File: src/rtl/fetch_sequencer.sv
// Fetch/decode/execute sequencer for the tau core: drives the PC load/enable controls,
// fetches instruction and operand words, resolves JMP/JC/HLT, and hands other opcodes to execute.
module fetch_sequencer #(
    parameter int unsigned ADDRESS_WIDTH = 8,
    parameter int unsigned DATA_WIDTH    = 8,
    parameter int unsigned OPCODE_WIDTH  = 4,
    parameter logic [ADDRESS_WIDTH-1:0] RESET_VECTOR = '0
) (
    input  logic                     clock_i,
    input  logic                     reset_ni,
    input  logic                     run_i,
    input  logic [ADDRESS_WIDTH-1:0] pc_value_i,
    input  logic                     mem_ready_i,
    input  logic [DATA_WIDTH-1:0]    mem_rdata_i,
    input  logic                     branch_taken_i,
    input  logic                     exec_done_i,
    output logic                     pc_load_n_o,
    output logic                     pc_enable_o,
    output logic [ADDRESS_WIDTH-1:0] pc_load_address_o,
    output logic                     mem_read_o,
    output logic [ADDRESS_WIDTH-1:0] mem_address_o,
    output logic [DATA_WIDTH-1:0]    instruction_o,
    output logic                     exec_start_o,
    output logic                     halted_o,
    output logic [2:0]               state_o
);

    typedef enum logic [2:0] {
        IDLE    = 3'd0,
        FETCH   = 3'd1,
        DECODE  = 3'd2,
        OPERAND = 3'd3,
        LOAD    = 3'd4,
        STEP    = 3'd5,
        EXECUTE = 3'd6,
        HALT    = 3'd7
    } state_e;

    localparam logic [OPCODE_WIDTH-1:0] OP_HLT = '1;
    localparam logic [OPCODE_WIDTH-1:0] OP_JMP = OP_HLT - OPCODE_WIDTH'(1);
    localparam logic [OPCODE_WIDTH-1:0] OP_JC  = OP_HLT - OPCODE_WIDTH'(2);

    state_e                   state_q, state_d;
    logic                     pc_load_n_q, pc_load_n_d;
    logic                     pc_enable_q, pc_enable_d;
    logic [ADDRESS_WIDTH-1:0] pc_load_address_q, pc_load_address_d;
    logic                     mem_read_q, mem_read_d;
    logic [DATA_WIDTH-1:0]    instruction_q, instruction_d;
    logic                     exec_start_q, exec_start_d;
    logic                     halted_q, halted_d;
    logic                     vector_pending_q, vector_pending_d;
    logic [OPCODE_WIDTH-1:0]  opcode_c;
    state_e                   boundary_c;

    assign opcode_c = instruction_q[DATA_WIDTH-1 -: OPCODE_WIDTH];

    // Every entry to FETCH is an instruction boundary where run is honoured.
    assign boundary_c = run_i ? FETCH : IDLE;

    // Next-state logic; control outputs are derived from the next state so that
    // their registered copies line up exactly with the state they belong to.
    always_comb begin
        state_d            = state_q;
        instruction_d      = instruction_q;
        pc_load_address_d  = pc_load_address_q;
        vector_pending_d   = vector_pending_q;
        pc_load_n_d        = 1'b1;
        pc_enable_d        = 1'b0;
        mem_read_d         = 1'b0;
        exec_start_d       = 1'b0;
        halted_d           = 1'b0;

        unique case (state_q)
            IDLE: begin
                if (run_i) begin
                    if (vector_pending_q) begin
                        state_d           = LOAD;
                        pc_load_address_d = RESET_VECTOR;
                        vector_pending_d  = 1'b0;
                    end else begin
                        state_d = FETCH;
                    end
                end
            end
            FETCH: begin
                if (mem_ready_i) begin
                    instruction_d = mem_rdata_i;
                    state_d       = DECODE;
                end
            end
            DECODE: begin
                if (opcode_c == OP_HLT) begin
                    state_d = HALT;
                end else if ((opcode_c == OP_JMP) || (opcode_c == OP_JC)) begin
                    state_d = OPERAND;
                end else begin
                    state_d = EXECUTE;
                end
            end
            OPERAND: begin
                if (mem_ready_i) begin
                    if ((opcode_c == OP_JMP) || branch_taken_i) begin
                        pc_load_address_d = mem_rdata_i[ADDRESS_WIDTH-1:0];
                        state_d           = LOAD;
                    end else begin
                        state_d = STEP;
                    end
                end
            end
            LOAD:    state_d = boundary_c;
            STEP:    state_d = boundary_c;
            EXECUTE: begin
                if (exec_done_i) begin
                    state_d = boundary_c;
                end
            end
            HALT:    state_d = HALT;
            default: state_d = IDLE;
        endcase

        pc_load_n_d  = (state_d != LOAD);
        pc_enable_d  = (state_d == DECODE) || (state_d == STEP);
        mem_read_d   = (state_d == FETCH) || (state_d == OPERAND);
        exec_start_d = (state_q == DECODE) && (state_d == EXECUTE);
        halted_d     = (state_d == HALT);
    end

    always_ff @(posedge clock_i or negedge reset_ni) begin
        if (!reset_ni) begin
            state_q           <= IDLE;
            pc_load_n_q       <= 1'b1;
            pc_enable_q       <= 1'b0;
            pc_load_address_q <= '0;
            mem_read_q        <= 1'b0;
            instruction_q     <= '0;
            exec_start_q      <= 1'b0;
            halted_q          <= 1'b0;
            vector_pending_q  <= 1'b1;
        end else begin
            state_q           <= state_d;
            pc_load_n_q       <= pc_load_n_d;
            pc_enable_q       <= pc_enable_d;
            pc_load_address_q <= pc_load_address_d;
            mem_read_q        <= mem_read_d;
            instruction_q     <= instruction_d;
            exec_start_q      <= exec_start_d;
            halted_q          <= halted_d;
            vector_pending_q  <= vector_pending_d;
        end
    end

    assign pc_load_n_o       = pc_load_n_q;
    assign pc_enable_o       = pc_enable_q;
    assign pc_load_address_o = pc_load_address_q;
    assign mem_read_o        = mem_read_q;
    assign mem_address_o     = pc_value_i;
    assign instruction_o     = instruction_q;
    assign exec_start_o      = exec_start_q;
    assign halted_o          = halted_q;
    assign state_o           = state_q;

endmodule
File: config.mk
export PLATFORM = sky130hd
export DESIGN_NAME = fetch_sequencer
export DESIGN_NICKNAME = d
export VERILOG_FILES = /design/src/rtl/fetch_sequencer.sv
export SDC_FILE = /design/constraint.sdc
export NUM_CORES = 1
export LEC_CHECK = 0
export CAP_MARGIN = 40
export CORE_MARGIN = 10
export CORE_UTILIZATION = 45
export CTS_CLUSTER_DIAMETER = 150
export DETAILED_ROUTE_END_ITERATION = 16
export PLACE_DENSITY = 0.8
export SYNTH_ARGS = -nofsm -noshare
export SYNTH_HDL_FRONTEND = slang
export SYNTH_SLANG_ARGS = --single-unit
export TNS_END_PERCENT = 20
File: constraint.sdc
create_clock -name clock_i -period 4.4 [get_ports clock_i]
set_input_delay 1.1 -clock clock_i [delete_from_list [all_inputs] [get_ports clock_i]]
set_output_delay 1.1 -clock clock_i [all_outputs]
set_load 0.02 [all_outputs]
==> impl_results.md <==
- Resized cells post-CTS: 0
- Number of H-tree levels: 1
- Clock root buffer: clkbuf_4
- CTS sink count: 25
- Peak ir drop on the vdd network: between 0.0004 and 0.0005 V
- Setup bufs post-CTS: 0
- Tightest slew margin relative to the limit: around 66%
- DR pass1 iterations: 4
- Total die area: between 0.005 and 0.006 sq mm
- CTS hold repair buffers: 0
- Number of pins exceeding their max-slew limit in the final report: 0
- Floorplan row count: 19
- Layout Nets: 160
- Routed via count: 837
- Starting Density: 46.5%
- Post-layout instance count excluding filler cells: 168
- Initial antenna violation count: 0
- Final critical-path required period: approximately 3.1 ns
- Fin area: roughly 0.0016 sq mm
- Critical path peak fanout: 9
- Avg Inst Size Synth: about 12 sq um
- Final worst path period share: 70.9%
- CP Class: primary input to flip-flop
- Path category of the worst min-delay check: flip-flop to flip-flop
- Power Dens Cells: 759 mW/mm^2
- Layout cells sized above 1: 13.9%
- Sequential share of the synthesized area: a little under 50%
- Required time of the critical path: 4.60 ns
- Placed cell area: roughly 0.0016 sq mm
- Flop-to-flop setup slack: 1.90 ns
- Reg clk slew, reported paths: 0.12 ns
- Number of placed instances, taps included: between 150 and 200
- Die Ht: ~73 microns
- Outcome: completed
- I/O Buffers: 37
- Type of element capturing the critical path: flip-flop
- Element type at the critical path start: primary input
- First-pass GRT wire length: 4460 microns
- Arrival time at the worst endpoint: about 3.3 ns
- TritonCTS clock tree: built
- Count of state elements after synthesis: 25
- Worst slack, placed: roughly 0.94 ns
- Setup slack after layout: between 1 and 1.5 ns
- Post-detailed-placement half-perimeter wirelength: between 2000 and 2500 microns
- Via count normalized by instance count: approximately 5
- Violation count after the first detailed-route iteration: 42
- Number of max-cap violations: 0
- Number of global-route vias before repair: roughly 880
- Setup TNS: 0 ns
- Fin Hold WS: ~0.49 ns
- GRT Util Overall: approximately a tenth
- Total CTS buffers: 3
- Synthesized area: 0.00127 sq mm
- Average detailed-routed wire length per instance: 16.5 microns
- Upper clock frequency limit: about 320 MHz
- Final hold viol count: 0
- Warning count from the yosys run: 0
- Number of distinct library cells after synthesis: 30
- RSZ-0062 raised after global routing: false
- Antenna Nets Post-Route: 0
- Wire length reported by the detailed router: 2770 microns
- Post-Syn Instances: around 110
- Net Count, Synth: roughly 130
- Die width: about 73 microns
- Leakage Power: 0.713 nW
- Diodes inserted: 0
- Final setup skew: 0.00316 ns
- Clock insertion delay at the later pin of the skew report: approximately 0.3 ns
- Overflow after GRT: 0
- Boundary pin count: 54
- DRC errors left: 0
- Maximum clock path buffer count: 2
- Endpoints failing setup: 0
- Slew at the pin closest to its max-slew limit: about 0.52 ns
- Largest net degree at the start of global routing: 17
- Routability congestion estimate: slightly below 0.8
- Relative area change from synthesis to final layout: 28.2%
- Standard cell core area: ~0.0027 sq mm
final timing paths:
path,startpoint,endpoint,depth (start not counted)
min in group asynchronous,reset_ni,pc_enable_o,1
max in group asynchronous,reset_ni,instruction_o[3],2
min reg2reg,vector_pending_q,vector_pending_q,1
max,mem_ready_i,instruction_o[0],6
min,vector_pending_q,vector_pending_q,1
max reg2reg,state_o[2],instruction_o[0],5
layer usage:
metal	track usage [%]	up-vias	share of wire, %
met2	16.5	29	49
met5	0	-	0
li1	-	411	-
met4	2.11	0	0.29
met1	12.5	395	40
met3	4.63	2	9.8
synth_stat cells, drive strengths merged:
library cell | instances | share of area, %
o2111ai | 2 | 2.8
a2111oi | 1 | 0.69
nor4 | 1 | 0.49
o21a | 2 | 1.2
nand4b | 2 | 2.6
inv | 11 | 3.2
nand3 | 2 | 0.79
dfstp | 2 | 4.1
mux2 | 8 | 9.4
nor2 | 2 | 0.59
nor3b | 1 | 0.59
or4b | 1 | 0.79
nor2b | 1 | 0.49
o41a | 1 | 0.88
o21bai | 1 | 0.59
a21oi | 2 | 0.79
o21ai | 2 | 0.79
xnor2 | 1 | 0.69
buf | 14 | 9.2
nand2 | 12 | 3.5
nand2b | 3 | 1.5
dfrtp | 23 | 45
mux2i | 9 | 7.1
a21boi | 1 | 0.59
and3b | 2 | 1.4
stage by stage:
stage / utilization (%) / power (mW)
final: 59.7 / 1.24
after global routing: 59.7 / 1.33
after CTS: 59.2 / 1.25
after detailed placement: 58.3 / 1.15
after global placement: 57.7 / 1.13
after floorplan: - / 0.884
layout by cell type (no fill, tap or decap), drive strengths merged, types with 3 or more instances in the layout:
master          n
dfrtp          23
mux2i           9
clkbuf          4
nand2b          3
mux2            8
inv            11
nand2          12
clkdlybuf4s50  37
state kept, by name (all words and copies together) (netlist names):
register,flops
pc_load_address_o,8
pc_enable_o,1
vector_pending_q,1
halted_o,1
pc_load_n_o,1
exec_start_o,1
state_o,3
instruction_o,8
mem_read_o,1
layout make-up:
type | count | area, sq um
Multi-Input combinational cell | 57 | 492
Timing Repair Buffer | 40 | 405
Tap cell | 31 | 38.8
Fill cell | 254 | 1100
Sequential cell | 25 | 628
Clock buffer | 4 | 26.3
Inverter | 11 | 41.3
report_power, final:
group / total [mW] / switching [mW] / internal, mW / leakage (nW)
clock network: 0.0982 / 0.0629 / 0.0353 / 0.0150
logic: 0.714 / 0.344 / 0.370 / 0.381
registers: 0.427 / 0.0943 / 0.333 / 0.317
total: 1.24 / 0.501 / 0.738 / 0.713
worst max-delay path, cell delays in order:
cell and delay (ns):
clkdlybuf4s50_1 0.48, o21ai_0 0.18, nand3_1 0.10, a21oi_1 0.33, or4b_1 0.75, mux2_4 0.39
cells by family (layout without fill, tap and decap cells):
kind of cell | count (synthesis) | after routing | share of synthesized area, %
AOI/OAI and AO/OA | 12 | 12 | 8.26
DFF | 25 | 25 | 49.4
buffers and inverters | 25 | 55 | 12.5
muxes | 17 | 17 | 16.5
xor gates and xnor gates | 1 | 1 | 0.688
and+or+nand+nor | 27 | 27 | 12.7
No activity file was read; power rests on OpenSTA's default activity.
